[src/rtl/bus_slot_arbiter_pkg.sv]
// -----------------------------------------------------------------------------
// bus_slot_pkg
// Shared constants for the bus slot arbiter and its phase generator.
// The phase numbers name the fixed slots inside one bus frame. Phases between
// PH_DMA_CAP and the step phase are idle. The step phase is always the last
// phase of the frame.
// -----------------------------------------------------------------------------
package bus_slot_pkg;

   localparam int PH_W        = 4;
   localparam int DIVIDER_MIN = 4;
   localparam int DIVIDER_MAX = 16;

   localparam logic [PH_W-1:0] PH_CPU_ACC = 4'd0;
   localparam logic [PH_W-1:0] PH_CPU_CAP = 4'd1;
   localparam logic [PH_W-1:0] PH_DMA_ACC = 4'd2;
   localparam logic [PH_W-1:0] PH_DMA_CAP = 4'd3;

   // Index of the last phase in a frame. The CPU strobe is visible during it.
   function automatic logic [PH_W-1:0] ph_step(input int divider);
      return PH_W'(divider - 1);
   endfunction

endpackage

[src/rtl/bus_slot_arbiter_phase_gen.sv]
// -----------------------------------------------------------------------------
// bus_phase_gen
// Frame phase counter. It counts 0..DIVIDER-1 and wraps back to 0.
// A synchronous reset returns it to phase 0, so the first cycle after
// reset release is always the CPU access slot.
//
// Ports
//   clk      : system clock
//   rst      : synchronous active-high reset
//   phase    : current phase within the bus frame
//   cpu_acc  : phase 0 decode (CPU memory slot)
//   cpu_cap  : phase 1 decode (CPU read capture, DMA request sample)
//   dma_acc  : phase 2 decode (DMA memory slot)
//   dma_cap  : phase 3 decode (DMA read capture)
// -----------------------------------------------------------------------------
module bus_phase_gen
   import bus_slot_pkg::*;
#(
   parameter int DIVIDER = 4
) (
   input  logic            clk,
   input  logic            rst,
   output logic [PH_W-1:0] phase,
   output logic            cpu_acc,
   output logic            cpu_cap,
   output logic            dma_acc,
   output logic            dma_cap
);

   localparam logic [PH_W-1:0] LAST = ph_step(DIVIDER);

   // Free-running frame counter; wraps on the last phase of the frame.
   always_ff @(posedge clk) begin
      if (rst) begin
         phase <= '0;
      end else if (phase == LAST) begin
         phase <= '0;
      end else begin
         phase <= phase + 1'b1;
      end
   end

   // One-hot decode of the fixed slot phases straight from the counter.
   always_comb begin
      cpu_acc = (phase == PH_CPU_ACC);
      cpu_cap = (phase == PH_CPU_CAP);
      dma_acc = (phase == PH_DMA_ACC);
      dma_cap = (phase == PH_DMA_CAP);
   end

endmodule

[src/rtl/bus_slot_arbiter.sv]
// -----------------------------------------------------------------------------
// bus_slot_arbiter
// Shares one synchronous single-port memory between the 6502 CPU wrapper and
// a DMA/video requester. Each requester gets one fixed slot per bus frame of
// DIVIDER clocks. The block also produces the wrapper enable/ready strobes.
//
// Ports
//   clk, rst                      : clock, synchronous active-high reset
//   cpu_enable, cpu_ready         : one-clock step strobe in the last phase
//   cpu_ab, cpu_dbo, cpu_we       : CPU address, write data, write enable
//   cpu_dbi                       : registered CPU read data
//   cpu_halt                      : freeze request, sampled at phase 0
//   dma_req, dma_addr, dma_we,
//   dma_wdata                     : DMA request (level held) and access
//   dma_ack                       : pulse in the cycle the DMA access is on
//                                   the memory bus
//   dma_rdata, dma_rvalid         : DMA read data, loaded from the memory on
//                                   the phase-3 edge and seen the next clock
//   mem_addr, mem_we, mem_wdata   : memory request (combinational slot mux)
//   mem_rdata                     : memory read data, one clock after address
// -----------------------------------------------------------------------------
module bus_slot_arbiter
   import bus_slot_pkg::*;
#(
   parameter int DIVIDER = 4,
   parameter int ADDR_W  = 16,
   parameter int DATA_W  = 8
) (
   input  logic              clk,
   input  logic              rst,
   output logic              cpu_enable,
   output logic              cpu_ready,
   input  logic [ADDR_W-1:0] cpu_ab,
   input  logic [DATA_W-1:0] cpu_dbo,
   input  logic              cpu_we,
   output logic [DATA_W-1:0] cpu_dbi,
   input  logic              cpu_halt,
   input  logic              dma_req,
   input  logic [ADDR_W-1:0] dma_addr,
   input  logic              dma_we,
   input  logic [DATA_W-1:0] dma_wdata,
   output logic              dma_ack,
   output logic [DATA_W-1:0] dma_rdata,
   output logic              dma_rvalid,
   output logic [ADDR_W-1:0] mem_addr,
   output logic              mem_we,
   output logic [DATA_W-1:0] mem_wdata,
   input  logic [DATA_W-1:0] mem_rdata
);

   localparam logic [PH_W-1:0] PH_STEP     = ph_step(DIVIDER);
   localparam logic [PH_W-1:0] PH_PRE_STEP = PH_STEP - 1'b1;

   logic [PH_W-1:0]   phase;
   logic              cpu_acc;
   logic              cpu_cap;
   logic              dma_acc;
   logic              dma_cap;
   logic              cpu_slot;
   logic              dma_slot;
   logic              halted;
   logic              dma_grant;
   logic              dma_rd_pend;
   logic [ADDR_W-1:0] addr_hold;
   logic [DATA_W-1:0] wdata_hold;

   bus_phase_gen #(
      .DIVIDER (DIVIDER)
   ) u_phase_gen (
      .clk     (clk),
      .rst     (rst),
      .phase   (phase),
      .cpu_acc (cpu_acc),
      .cpu_cap (cpu_cap),
      .dma_acc (dma_acc),
      .dma_cap (dma_cap)
   );

   assign cpu_slot = cpu_acc;
   assign dma_slot = dma_acc & dma_grant;

   // Memory request mux. The halt request is used directly in the CPU slot
   // because it is sampled in that same cycle: a frame that starts halted
   // must not write. Idle phases replay the last address with no write.
   // Reset forces the bus quiet so an aborted access cannot write.
   always_comb begin
      mem_addr  = addr_hold;
      mem_wdata = wdata_hold;
      mem_we    = 1'b0;
      if (rst) begin
         mem_addr  = '0;
         mem_wdata = '0;
      end else if (cpu_slot) begin
         mem_addr  = cpu_ab;
         mem_wdata = cpu_dbo;
         mem_we    = cpu_we & ~cpu_halt;
      end else if (dma_slot) begin
         mem_addr  = dma_addr;
         mem_wdata = dma_wdata;
         mem_we    = dma_we;
      end
   end

   // Remember the last driven address/data so idle phases hold them.
   always_ff @(posedge clk) begin
      if (rst) begin
         addr_hold  <= '0;
         wdata_hold <= '0;
      end else if (cpu_slot) begin
         addr_hold  <= cpu_ab;
         wdata_hold <= cpu_dbo;
      end else if (dma_slot) begin
         addr_hold  <= dma_addr;
         wdata_hold <= dma_wdata;
      end
   end

   // Halt is latched once per frame in the CPU slot. The DMA request is
   // latched in phase 1. Requests that arrive later wait for the next frame.
   always_ff @(posedge clk) begin
      if (rst) begin
         halted    <= 1'b0;
         dma_grant <= 1'b0;
      end else begin
         if (cpu_acc) begin
            halted <= cpu_halt;
         end
         if (cpu_cap) begin
            dma_grant <= dma_req;
         end
      end
   end

   // CPU side. Read data is captured in phase 1. The step strobe is loaded
   // one phase early so it is visible during the last phase. The wrapper
   // then advances on the frame's final edge and has its next address
   // ready for phase 0.
   always_ff @(posedge clk) begin
      if (rst) begin
         cpu_dbi    <= '0;
         cpu_enable <= 1'b0;
         cpu_ready  <= 1'b0;
      end else begin
         if (cpu_cap && !halted) begin
            cpu_dbi <= mem_rdata;
         end
         cpu_enable <= (phase == PH_PRE_STEP) && !halted;
         cpu_ready  <= (phase == PH_PRE_STEP) && !halted;
      end
   end

   // DMA side. The ack is loaded on the grant edge so it coincides with the
   // DMA slot. dma_rd_pend marks that the slot just issued was a read, and
   // its data is captured in the following phase.
   always_ff @(posedge clk) begin
      if (rst) begin
         dma_ack     <= 1'b0;
         dma_rd_pend <= 1'b0;
         dma_rvalid  <= 1'b0;
         dma_rdata   <= '0;
      end else begin
         dma_ack     <= cpu_cap && dma_req;
         dma_rd_pend <= dma_slot && !dma_we;
         dma_rvalid  <= dma_cap && dma_rd_pend;
         if (dma_cap && dma_rd_pend) begin
            dma_rdata <= mem_rdata;
         end
      end
   end

endmodule

[config.mk]
export PLATFORM = sky130hd
export DESIGN_NAME = bus_slot_arbiter
export DESIGN_NICKNAME = d
export VERILOG_FILES = /design/src/rtl/bus_slot_arbiter_pkg.sv /design/src/rtl/bus_slot_arbiter_phase_gen.sv /design/src/rtl/bus_slot_arbiter.sv
export SDC_FILE = /design/constraint.sdc
export NUM_CORES = 1
export LEC_CHECK = 0
export CAP_MARGIN = 20
export CELL_PAD_IN_SITES_DETAIL_PLACEMENT = 0
export CELL_PAD_IN_SITES_GLOBAL_PLACEMENT = 1
export CORE_MARGIN = 8
export CORE_UTILIZATION = 31
export DETAILED_ROUTE_END_ITERATION = 10
export GPL_TIMING_DRIVEN = 1
export PLACE_DENSITY = 0.93
export SLEW_MARGIN = 10
export SYNTH_ARGS = -nofsm -noshare
export SYNTH_HDL_FRONTEND = slang
export SYNTH_SLANG_ARGS = --single-unit
[constraint.sdc]
create_clock -name clk -period 2.6 [get_ports clk]
set_clock_uncertainty 0.1 [all_clocks]
set_input_delay 0.26 -clock clk [delete_from_list [all_inputs] [get_ports clk]]
set_output_delay 0.26 -clock clk [all_outputs]
set_load 0.01 [all_outputs]
==> metrics.yaml <==
die_width_um: 106
seq_area_frac_synth_pct: 40.2
drc_errors: 0
nets: 452
core_area_um2: 7770
total_grt_overflow: 0
syn_avg_cell_area_um2: 8.55
fillers: 757
cts-root-to-sink-buffers: 2
ir_worst_vdd_mv: 0.226
timing.critical_path.from_type: "register"
max_clock_freq_mhz: 401
cts.clk_slew.worst_paths_ns: 0.09
antenna_violations_before_repair: 0
crit_arrival_ns: 2.14
crit_fanout: 33
synth.net_count: 357
cts_tree: "yes"
synth_seq_cells: 50
timing_max_transition_violations_final: 0
final_core_util_pct: 48.8
final_min_period_over_clock_period_pct: 96.0
synth_area_um2: 2490
areaGrowthSynthToFinish_pct: 52.3
synthesis.instances: 291
hp-class: "reg -> reg"
gpl.final_weighted_congestion: 0.751
required_arrival_time_at_the_worst_endpoint_ns: 2.24
cts.root.buffer_cell: "clkbuf_8"
htree_levels: 2
power_density_nw_per_um2: 528
regArea_um2: 1000
clkSinkCount: 50
post_placement_cell_area_um2: 3620
fp-row-count: 32
critPathKind: "reg -> out"
rsz0062_at_grt: "no"
final.setup.tns_ns: 0
tritoncts.num_buffers: 5
timing_hold_violations_final: 0
initialDrtViolationCount: 87
count_of_distinct_cell_types_in_the_synthesized_netlist: 29
multi_input_combinational_cell_area_um2: 1350
yosys_warnings: 0
cp_slowest_cell: "or4b_1"
grt_max_degree: 43
critical-path-max-stage-delay_ns: 0.44
finalWirelength_um: 8180
antenna_cells_inserted: 0
worst_setup_path_end_kind: "output pin"
drt.antenna.violating_nets: 0
slew-limit-headroom_pct: 45.9
final_setup_vio_count: 0
power_uw: 2000
post_route_cells_drive_above_1_share_pct: 11.1
timing.critical_path.cells: "inv_1 -> ha_4 -> buf_12 -> or4b_1 -> o21ai_0 -> nor4_2 -> dlygate4sd2_1"
outcome: "finished, final reports clean"
clock_latency_ns: 0.30
maximum_capacitance_violations: 0
period_minus_slack_ns: 2.50
ctsHoldBuffers: 0
postLayoutCellArea_um2: 3790
port-buffer-count: 106
route.detailed.wl_per_inst_um: 16.7
post-dp-hpwl_um: 5880
power.static_leakage_uw: 0.00139
detailedRoute.firstPassIterationCount: 4
area_of_the_die_um2: 11100
die-height_um: 106
grtUsageTotal_pct: 14.4
vias_per_cell: 5.32
grt_pass1_vias: 2617
floorplan.initialDensity_pct: 32.0
global_route_wire_length_before_repair_um: 13400
slew_at_the_pin_with_the_worst_max_slew_slack_ns: 0.812
route.vias.total: 2600
ios: 107
[cell usage after synthesis, drive strengths merged]
| library cell | number | area, µm² |
|---|---|---|
| nor4 | 49 | 338 |
| a211oi | 1 | 7.51 |
| o21ai | 26 | 130 |
| or2 | 1 | 8.76 |
| nand2 | 34 | 128 |
| nand3b | 2 | 15.0 |
| nor4b | 2 | 38.8 |
| nor4bb | 1 | 10.0 |
| buf | 18 | 125 |
| clkbuf | 16 | 61.3 |
| nand2b | 1 | 6.26 |
| inv | 4 | 15.0 |
| a21oi | 20 | 100 |
| nor2 | 3 | 18.8 |
| and2 | 3 | 18.8 |
| ha | 4 | 50.1 |
| nand4bb | 1 | 11.3 |
| or4b | 25 | 250 |
| nor3 | 25 | 125 |
| dfxtp | 50 | 1000 |
| nand3 | 4 | 20.0 |
| xor2 | 1 | 8.76 |
[registers in the layout, summed over array words and instances (netlist names), 4 cells and up]
| signal | count |
|---|---|
| cpu_dbi | 8 |
| dma_rdata | 8 |
| addr_hold | 16 |
| u_phase_gen.phase | 4 |
| wdata_hold | 8 |
[kinds of logic after synthesis]
group | count (synthesis) | share of synthesized area [%]
DFF | 50 | 40.2
AOI/OAI and AO/OA | 47 | 9.56
and+or+nand+nor | 151 | 39.7
buffers and inverters | 38 | 8.10
xor gates and xnor gates | 1 | 0.352
adders and majority gates | 4 | 2.01
[routing by layer]
| layer | global-route usage (%) | up-vias | share of wire, % |
|---|---|---|---|
| met4 | 3.02 | 0 | 0.66 |
| li1 | - | 1273 | - |
| met5 | 0 | - | 0 |
| met3 | 5.30 | 5 | 8.1 |
| met1 | 18.3 | 1216 | 44 |
| met2 | 22.9 | 106 | 47 |
[power breakdown]
part,switching [µW],internal [µW],total [µW]
Clock,259,287,546
Sequential,37.5,838,875
Combinational,265,314,579
[what timing repair did]
item,4_1_cts,5_1_grt
gates resized for setup,30,5
endpoints found under the hold margin,0,0
buffers inserted,0,0
setup endpoints to repair,25,22
gates cloned,0,1
pin swaps,6,0
[path summary, 6_finish.rpt]
path                       end                 start  depth (start not counted)  slack, ns
setup / recovery   mem_addr[8]  u_phase_gen.phase[1]                          7       0.10
hold reg to reg     cpu_dbi[3]            cpu_dbi[3]                          2       0.36
setup reg to reg  addr_hold[8]  u_phase_gen.phase[1]                          6       0.84
hold / removal      cpu_dbi[3]            cpu_dbi[3]                          2       0.36
[stage by stage]
| step | std cells | setup slack [ns] | hold slack, ns |
|---|---|---|---|
| 6_report | 489 | 0.105 | 0.359 |
| 5_1_grt | 489 | 0.00341 | 0.386 |
| 4_1_cts | 488 | 0.0281 | 0.362 |
| 3_5_place_dp | 480 | 0.0930 | 0.349 |
| 3_3_place_gp | 480 | 0.183 | 0.344 |
| 2_1_floorplan | 291 | 0.640 | 0.234 |
[cell usage in the layout (no fill, tap or decap), drive strengths merged, types with 2 or more instances in the layout]
master,n
nand3,4
clkbuf,7
nor2,3
clkdlybuf4s50,80
and2,3
nor4,49
ha,4
o21ai,26
nor4b,2
or4b,25
inv,4
buf,16
nand2,34
a21oi,20
nand3b,2
nor3,25
dfxtp,50
dlygate4sd2,25
[worst max-delay path: cells and delay by family, from the launching register on]
family          cells  cell delay (ns)
buf+inv             3             0.63
simple gates        2             0.53
flops               1             0.35
fa+ha+maj           1             0.20
compound gates      1             0.12
[area by class of cell]
cell class	count	share of cell area [%]
clock buffers	6	1.92
clock inverters	2	0.991
inverters	4	0.396
multi-input cells	203	35.6
flip-flops and latches	50	26.4
well taps	102	3.37
repair buffers	122	31.3
(Power assumes the default switching activity.)
